$ cat src/rtl/counter_ctrl_defs.vh
// Shared state encoding for counter controllers and their benches.
// Included inside a package or module scope, so it only holds localparams.
localparam int STATE_W = 3;
localparam logic [STATE_W-1:0] S_IDLE = 3'd0;
localparam logic [STATE_W-1:0] S_LOAD = 3'd1;
localparam logic [STATE_W-1:0] S_RUN  = 3'd2;
localparam logic [STATE_W-1:0] S_HOLD = 3'd3;
localparam logic [STATE_W-1:0] S_DONE = 3'd4;

$ cat src/rtl/counter_ctrl_pkg.sv
// Types and helpers shared by the counter controller.
// State codes come from the reusable defs include.
package counter_ctrl_pkg;

  `include "counter_ctrl_defs.vh"

  typedef enum logic [STATE_W-1:0] {
    ST_IDLE = S_IDLE,
    ST_LOAD = S_LOAD,
    ST_RUN  = S_RUN,
    ST_HOLD = S_HOLD,
    ST_DONE = S_DONE
  } state_e;

  typedef enum logic [1:0] {
    CMD_NONE,
    CMD_HOLD,
    CMD_START,
    CMD_STOP
  } cmd_e;

  // stop beats start beats hold
  function automatic cmd_e cmd_decode(
    input logic stop,
    input logic start,
    input logic hold
  );
    cmd_e c;
    c = CMD_NONE;
    priority case (1'b1)
      stop:    c = CMD_STOP;
      start:   c = CMD_START;
      hold:    c = CMD_HOLD;
      default: c = CMD_NONE;
    endcase
    return c;
  endfunction

endpackage

$ cat src/rtl/counter_ctrl_if.sv
// Control strobes, configuration and status of the counter controller.
// master drives commands; slave is the controller.
interface counter_ctrl_if #(
  parameter int WIDTH     = 8,
  parameter int PRE_WIDTH = 4
);
  import counter_ctrl_pkg::*;

  logic                 start;
  logic                 stop;
  logic                 hold;
  logic                 dir;
  logic                 auto_reload;
  logic [WIDTH-1:0]     load_val;
  logic [PRE_WIDTH-1:0] prescale;
  logic [WIDTH-1:0]     count;
  logic                 tc_pulse;
  logic                 busy;
  logic                 done;
  logic [STATE_W-1:0]   state;

  modport master (
    output start, stop, hold, dir, auto_reload,
    output load_val, prescale,
    input  count, tc_pulse, busy, done, state
  );

  modport slave (
    input  start, stop, hold, dir, auto_reload,
    input  load_val, prescale,
    output count, tc_pulse, busy, done, state
  );

endinterface

$ cat src/rtl/counter_prescaler.sv
// Tick divider: one tick every div+1 enabled cycles.
// clr wins over en; a disabled prescaler keeps its phase.
module counter_prescaler #(
  parameter int PRE_WIDTH = 4
) (
  input  logic                 clk,
  input  logic                 rst,
  input  logic                 clr,
  input  logic                 en,
  input  logic [PRE_WIDTH-1:0] div,
  output logic                 tick
);

  logic [PRE_WIDTH-1:0] cnt_q, cnt_d;

  assign tick = en && (cnt_q == div);

  always_comb begin
    cnt_d = cnt_q;
    if (clr) begin
      cnt_d = '0;
    end else if (tick) begin
      cnt_d = '0;
    end else if (en) begin
      cnt_d = cnt_q + 1'b1;
    end
  end

  always_ff @(posedge clk or negedge rst) begin
    if (!rst) begin
      cnt_q <= '0;
    end else begin
      cnt_q <= cnt_d;
    end
  end

endmodule

$ cat src/rtl/counter_ctrl.sv
// Sequencer for a programmable up/down modulo counter.
// Config is shadowed on entry to LOAD; all outputs come from flops.
module counter_ctrl
  import counter_ctrl_pkg::*;
#(
  parameter int WIDTH     = 8,
  parameter int PRE_WIDTH = 4
) (
  input logic           clk,
  input logic           rst,
  counter_ctrl_if.slave bus
);

  state_e               state_q, state_d;
  logic [WIDTH-1:0]     count_q, count_d;
  logic [WIDTH-1:0]     lv_q, lv_d;
  logic [PRE_WIDTH-1:0] ps_q, ps_d;
  logic                 dir_q, dir_d;
  logic                 ar_q, ar_d;
  logic                 tc_q, tc_d;

  logic [WIDTH-1:0]     start_val;
  logic                 at_term;
  logic                 pre_clr;
  logic                 pre_en;
  logic                 tick;
  cmd_e                 cmd;

  assign cmd       = cmd_decode(bus.stop, bus.start, bus.hold);
  assign start_val = dir_q ? '0 : lv_q;
  assign at_term   = dir_q ? (count_q == lv_q) : (count_q == '0);
  assign pre_clr   = (state_q == ST_LOAD);
  // prescaler only advances on a RUN cycle with no command pending
  assign pre_en    = (state_q == ST_RUN) && (cmd == CMD_NONE);

  counter_prescaler #(
    .PRE_WIDTH(PRE_WIDTH)
  ) u_pre (
    .clk  (clk),
    .rst  (rst),
    .clr  (pre_clr),
    .en   (pre_en),
    .div  (ps_q),
    .tick (tick)
  );

  always_comb begin
    state_d = state_q;
    count_d = count_q;
    tc_d    = 1'b0;
    dir_d   = dir_q;
    ar_d    = ar_q;
    lv_d    = lv_q;
    ps_d    = ps_q;
    case (state_q)
      ST_IDLE: begin
        if (cmd == CMD_START) state_d = ST_LOAD;
      end
      ST_LOAD: begin
        if (cmd == CMD_STOP) begin
          state_d = ST_IDLE;
        end else begin
          state_d = ST_RUN;
          count_d = start_val;
        end
      end
      ST_RUN: begin
        case (cmd)
          CMD_STOP:  state_d = ST_IDLE;
          CMD_START: state_d = ST_LOAD;
          CMD_HOLD:  state_d = ST_HOLD;
          default: begin
            if (tick) begin
              if (at_term) begin
                tc_d = 1'b1;
                if (ar_q) count_d = start_val;
                else      state_d = ST_DONE;
              end else if (dir_q) begin
                count_d = count_q + 1'b1;
              end else begin
                count_d = count_q - 1'b1;
              end
            end
          end
        endcase
      end
      ST_HOLD: begin
        case (cmd)
          CMD_STOP:  state_d = ST_IDLE;
          CMD_START: state_d = ST_LOAD;
          CMD_HOLD:  state_d = ST_HOLD;
          default:   state_d = ST_RUN;
        endcase
      end
      ST_DONE: begin
        case (cmd)
          CMD_STOP:  state_d = ST_IDLE;
          CMD_START: state_d = ST_LOAD;
          default:   state_d = ST_DONE;
        endcase
      end
      default: state_d = ST_IDLE;
    endcase
    // every path into LOAD takes a fresh config snapshot
    if (state_d == ST_LOAD) begin
      dir_d = bus.dir;
      ar_d  = bus.auto_reload;
      lv_d  = bus.load_val;
      ps_d  = bus.prescale;
    end
  end

  always_ff @(posedge clk or negedge rst) begin
    if (!rst) begin
      state_q <= ST_IDLE;
      count_q <= '0;
      tc_q    <= 1'b0;
      dir_q   <= 1'b0;
      ar_q    <= 1'b0;
      lv_q    <= '0;
      ps_q    <= '0;
    end else begin
      state_q <= state_d;
      count_q <= count_d;
      tc_q    <= tc_d;
      dir_q   <= dir_d;
      ar_q    <= ar_d;
      lv_q    <= lv_d;
      ps_q    <= ps_d;
    end
  end

  assign bus.count    = count_q;
  assign bus.tc_pulse = tc_q;
  assign bus.state    = state_q;
  assign bus.busy     = (state_q == ST_LOAD) ||
                        (state_q == ST_RUN)  ||
                        (state_q == ST_HOLD);
  assign bus.done     = (state_q == ST_DONE);

endmodule

$ cat src/flat_wrapper.sv
// flat-port wrapper written by rule: the top's interface ports become plain ports
module counter_ctrl_flat import counter_ctrl_pkg::*;
#(
  parameter int WIDTH     = 8,
  parameter int PRE_WIDTH = 4
)
  (clk, rst, bus_start, bus_stop, bus_hold, bus_dir, bus_auto_reload, bus_load_val, bus_prescale, bus_count, bus_tc_pulse, bus_busy, bus_done, bus_state);
  counter_ctrl_if #(.WIDTH(WIDTH), .PRE_WIDTH(PRE_WIDTH)) bus_i ();
  input logic clk;
  input logic rst;
  input wire logic [$bits(bus_i.start)-1:0] bus_start;
  input wire logic [$bits(bus_i.stop)-1:0] bus_stop;
  input wire logic [$bits(bus_i.hold)-1:0] bus_hold;
  input wire logic [$bits(bus_i.dir)-1:0] bus_dir;
  input wire logic [$bits(bus_i.auto_reload)-1:0] bus_auto_reload;
  input wire logic [$bits(bus_i.load_val)-1:0] bus_load_val;
  input wire logic [$bits(bus_i.prescale)-1:0] bus_prescale;
  output wire logic [$bits(bus_i.count)-1:0] bus_count;
  output wire logic [$bits(bus_i.tc_pulse)-1:0] bus_tc_pulse;
  output wire logic [$bits(bus_i.busy)-1:0] bus_busy;
  output wire logic [$bits(bus_i.done)-1:0] bus_done;
  output wire logic [$bits(bus_i.state)-1:0] bus_state;
  assign bus_i.start = bus_start;
  assign bus_i.stop = bus_stop;
  assign bus_i.hold = bus_hold;
  assign bus_i.dir = bus_dir;
  assign bus_i.auto_reload = bus_auto_reload;
  assign bus_i.load_val = bus_load_val;
  assign bus_i.prescale = bus_prescale;
  assign bus_count = bus_i.count;
  assign bus_tc_pulse = bus_i.tc_pulse;
  assign bus_busy = bus_i.busy;
  assign bus_done = bus_i.done;
  assign bus_state = bus_i.state;
  counter_ctrl #(.WIDTH(WIDTH), .PRE_WIDTH(PRE_WIDTH)) u_core (.clk(clk), .rst(rst), .bus(bus_i));
endmodule
$ cat config.mk
export PLATFORM = sky130hd
export DESIGN_NAME = counter_ctrl_flat
export DESIGN_NICKNAME = d
export VERILOG_FILES = /design/src/rtl/counter_ctrl_pkg.sv /design/src/rtl/counter_ctrl_if.sv /design/src/rtl/counter_prescaler.sv /design/src/rtl/counter_ctrl.sv /design/src/flat_wrapper.sv
export VERILOG_INCLUDE_DIRS = /design/src /design/src/rtl
export SDC_FILE = /design/constraint.sdc
export NUM_CORES = 1
export LEC_CHECK = 0
export BUFFER_PORTS_ARGS = -buffer_cell sky130_fd_sc_hd__buf_2
export CORE_MARGIN = 1.5
export CORE_UTILIZATION = 45
export CTS_CLUSTER_SIZE = 28
export DETAILED_ROUTE_END_ITERATION = 10
export GPL_TIMING_DRIVEN = 0
export PLACE_DENSITY_LB_ADDON = 0.3
export RECOVER_POWER = 25
export SYNTH_ARGS = -nofsm -noshare
export SYNTH_HDL_FRONTEND = slang
export SYNTH_SLANG_ARGS = --single-unit
export TNS_END_PERCENT = 10
$ cat constraint.sdc
create_clock -name clk -period 3.12 [get_ports clk]
set_clock_uncertainty 0.1 [all_clocks]
set_input_delay 0.624 -clock clk [delete_from_list [all_inputs] [get_ports clk]]
set_output_delay 0.624 -clock clk [all_outputs]
set_load 0.03 [all_outputs]
Word level (Yosys, flattened, before mapping) --
Index checks and enable logic that the tools add are counted.
Word-level totals: input port bits 19, register bits 30, output and inout port bits 14
Cells by class: reduce and logical (&&, ||, !) cells 11, muxes and demuxes 28, add/subtract/negate cells 3, equality and inequality tests 14
Operators with widths (number):
- $mux 8 | 7
- $pmux 8 s2 | 1
- $pmux 3 s5 | 1
- $mux 3 | 4
- $mux 4 | 3
- $pmux 3 s3 | 1
- $add 8x1->8 const B | 1
- $eq 8x8->1 | 1
- $logic_not 8->1 | 1
- $sub 8x1->8 const B | 1
- $eq 3x1->1 const B | 2
- $eq 3x2->1 const B | 2
- $mux 1 | 6
- $mux 2 | 3
- $pmux 2 s3 | 1
- $pmux 3 s2 | 1
- $reduce_and 5->1 | 1
- $add 4x1->4 const B | 1
- $eq 2x2->1 const B | 2
- $eq 4x4->1 | 1
- $ne 2x2->1 const B | 2
- $eq 3x3->1 const B | 1
- $logic_not 3->1 | 1
- $ne 3x2->1 const B | 1
- 8 further kinds | 10

Longest topological paths before layout --
depth in word-level cells 10, mapped depth 11

Hierarchy --
A second synthesis with hierarchy kept.
Unflattened totals: cell total of the unflattened synthesis 197, area, all modules 2028.2 um2
By module, submodules not included:
- counter_ctrl | cells each 165, times used 1, area an instance 1752.9 um2
- counter_prescaler | cells each 32, times used 1, area an instance 275.3 um2

Worst setup path after synthesis --
Ideal clock, no wire load.
path type in2reg, from input bus_start, to register u_core.count_q[0], in the netlist u_core.bus.count[0], stages 10, slack 0.507 ns, data required time 2.896 ns, path buffers 2, arrival time 2.389 ns, cells stage by stage inv_1 > a21oi_1 > ha_1 > nor2b_1 > and3_2 > clkbuf_1 > o2111a_1 > a21oi_2 > buf_6 > a211o_1
On the way: longest elaborated chain between the ends 7, elaborated cells between the ends (all ways) 13, classes of those cells eq/ne (6); mux (2); reduce/logical (5)
RTL lines:
- from (decl) | RTL line flat_wrapper.sv:11 | input wire logic [$bits(bus_i.start)-1:0] bus_start;
- $mux 2 (*) (2 in a row) | RTL line counter_ctrl_pkg.sv:30 | priority case (1'b1)
- branches (longest 4 deep; another with $reduce_or 3->1)
- $reduce_and 5->1 (no line) (*)
- to (signal assigned) | RTL line counter_ctrl.sv:124 | count_q <= count_d;
- to (decl) | RTL line counter_ctrl.sv:15 | logic [WIDTH-1:0] count_q, count_d;
Every way passes the cells marked *. A chain may end at the register's enable or synchronous reset.

Worst setup path after layout --
Ends and elaborated chain as after synthesis.

==> run_results.csv <==
group,metric,value,unit
route,wl,3.913,mm
sta,setup_tns,0,ns
floorplanning,die_w,69.99,µm
setup_path,cp-end-kind,"flop",
layout,area_delta_synth_final,15.61,%
setup_path,r2r_start,"u_core.dir_q",
place,gp_congestion,0.7995,
worst_hold_path,worstHoldPathCells,1,
yosys,ys.flop_type,"dfrtp_1",
layout,final-seq-area,750.7,µm²
sta,finalCritPeriodShare,86.90,%
setup_path,reg2reg_to,"u_core.bus.count[6]",
run,maxCapViolations,1,
yosys,yosysTopAreaCellShare,37.17,%
clock_network,clk_latency,0.28,ns
sta,setup_viol,0,
floorplanning,rows,24,
setup_path,path_max_fanout,10,
sta,final.min_clock_period,2.711,ns
global_routing,grt_pass1_vias,1438,
sta,worst_slack,0.4088,ns
setup_path,rrSetupSlack,0.60,ns
yosys,synth_top_family_by_area,"simple AND/OR/NAND/NOR gates",
global_routing,grt_pass1_wl,6.720,mm
power_and_ir_drop,p_leak,1.096,nW
clock_network,cts_tree,"done",
sta,tightest_slew,1.570,ns
clock_network,htree_levels,2,
floorplanning,core,0.004324,mm²
route,drtAntennaViolNets,0,
worst_hold_path,min_from,"u_core.u_pre.cnt_q[3]",
global_routing,grt_util_all_layers,17.41,%
floorplanning,fp.dieArea,0.004899,mm²
clock_network,clkSinkCount,30,
sta,max_freq,0.3688,GHz
global_routing,gr-total-overflow,0,
clock_network,cts_buffers,5,
setup_path,crit_type,"input pin to flop",
clock_network,clockBufferDepth,2,
sta,max_slew_margin,-4.688,%
route,wl_per_cell,13.73,µm
yosys,synth_cell_type_count,46,
route,first_pass_iters,4,
yosys,synthXorXnorAreaFrac,7.373,%
layout,n_antenna_cell,0,
yosys,synth-seq-area-share,37.17,%
sta,rsz0062_at_grt,"no",
clock_network,path_clk_slew,0.06,ns
sta,slew_violations,31,
floorplanning,num_io_pins,33,
layout,mostFrequentLayoutCells,"buf_2, dfrtp_1, nand2_1",
yosys,synth_area,0.002019,mm²
place,dp_worst_setup_slack,0.1343,ns
global_routing,grt_max_degree,31,
floorplanning,start_util,46.70,%
setup_path,startpoint_type,"input pin",
yosys,synth_edf_count,0,
yosys,synth_mux_area_share,12.83,%
run_status,failed_checks,"capacitance limit, slew limit",
clock_network,cts_resized,0,
setup_path,arrival,2.77,ns
route,drt_iter0_markers,97,
power_and_ir_drop,power_density,996.9,mW/mm²
clock_network,holdBufCountCts,0,
clock_network,postCtsSetupBuffers,0,
worst_hold_path,holdPathEnd,"u_core.u_pre.cnt_q[3]",
layout,fill_cells,402,
yosys,ys_ff_latch,30,
layout,multi_input_area,0.001155,mm²
layout,layout_commonest_cell,"buf_2",
yosys,synth_area_per_cell,10.46,µm²
yosys,synth_area_leaders,"dfrtp_1, ha_1, mux2_4, xnor2_1, mux2_2",
yosys,syn_nets,225,
worst_hold_path,holdCritPathClass,"flop to flop",
route,dr_total_vias,1533,
clock_network,root_buffer,"clkbuf_8",
sta,whs,0.3972,ns
run_status,status,"finished with violations",
yosys,synth-compound-area-share,12.95,%
yosys,yosys_warnings,0,
setup_path,rr_worst_depth,9,
yosys,netlist_instances,193,
place,dp_hpwl,2.956,mm
layout,fin_nets,264,
power_and_ir_drop,worst_ir_drop_vdd,0.3594,mV
place,port-buffer-count,32,
yosys,synthSimpleGateAreaFrac,15.61,%
yosys,synthAdderAreaFrac,8.426,%
route,drc,0,
sta,hold_viol_final,0,
route,viasPerCell,5.379,
layout,drive_above_1_share,27.47,%
global_routing,antenna_found_initial,0,
setup_path,critPathRequiredTime,3.18,ns
yosys,ys_async_sr_fraction,100.0,%
yosys,synth_top_cell_by_area,"dfrtp_1",
floorplanning,die_y,69.99,µm
## power breakdown
group | switching (W) | internal [W] | leakage [nW]
sequential | 0.000175 | 0.000538 | 0.372
combinational | 0.000679 | 0.000616 | 0.675
clock | 0.000142 | 0.000178 | 0.0482
## final cells by class
class | count | share of cell area [%]
plain buffers | 7 | 3.269
inverters | 10 | 1.608
clock buffers | 7 | 3.698
multi-input cells | 146 | 49.46
well taps | 52 | 2.787
flip-flops and latches | 30 | 32.15
clock inverters | 1 | 0.2144
repair buffers | 32 | 6.806
## kinds of logic after synthesis
logic type / count (synthesis)
AND/OR/NAND/NOR: 58
AO/OA/AOI/OAI: 38
flip-flops: 30
multiplexers: 20
XOR/XNOR: 17
buffers and inverters: 17
adder cells (fa/ha/maj): 13
## Yosys cell counts, types with 2 or more instances
cell type  number
nand3_1         5
a211oi_1        5
nor3b_1         3
nand2b_1        3
a211o_1         2
a21oi_1         7
mux2i_1         3
nor2b_1         3
o31ai_1         3
mux2_4         10
xor2_1          7
xnor2_1        10
and2_1          2
nor3_1          3
ha_1           12
a31oi_1         2
buf_6           4
o211ai_1        3
mux2_2          7
dfrtp_1        30
inv_1          10
o21ai_0         8
nor2_1         12
nand2_1        15
and3_1          2
nor4_1          2
## worst max path at each step
stage                         start             endpoint  slack, ns
after floorplan           bus_start  u_core.bus.count[0]       0.51
after global placement    bus_start  u_core.bus.count[0]       0.11
after detailed placement  bus_start  u_core.bus.count[0]       0.13
after CTS                 bus_start  u_core.bus.count[0]       0.42
after global routing      bus_start  u_core.bus.count[1]       0.20
final                     bus_start  u_core.bus.count[0]       0.41
## worst max-delay path, stage by stage
cell      delay, ns
buf_2          0.09
inv_1          0.03
a21oi_1        0.31
ha_1           0.24
nor2b_1        0.16
and3_2         0.18
clkbuf_1       0.28
o2111a_1       0.29
a21oi_2        0.11
buf_6          0.16
a211o_1        0.29
## flip-flops by register name (all words and copies together) (netlist names)
register and count:
u_core.bus.count 8, u_core.u_pre.cnt_q 4, u_core.dir_q 1, u_core.bus.state 3, u_core.ps_q 4, u_core.bus.tc_pulse 1
u_core.lv_q 8, u_core.ar_q 1
## routing by layer
metal / vias up / wire [µm] / global-route usage [%]
met3: 5 / 169 / 3.896
met5: - / 0 / 0
met4: 0 / 44 / 5.769
met1: 713 / 1958 / 23.52
met2: 38 / 1742 / 27.72
li1: 777 / - / -
## per-stage QoR
stage	total power, W	cells	area (µm²)	util, %
final	0.002327	285	2335	53.99
after global routing	0.002517	285	2335	53.99
after CTS	0.002347	285	2336	54.02
after detailed placement	0.002014	277	2245	51.91
after global placement	0.001993	277	2245	51.91
after floorplan	0.001729	193	2019	-
(Power assumes the default switching activity.)
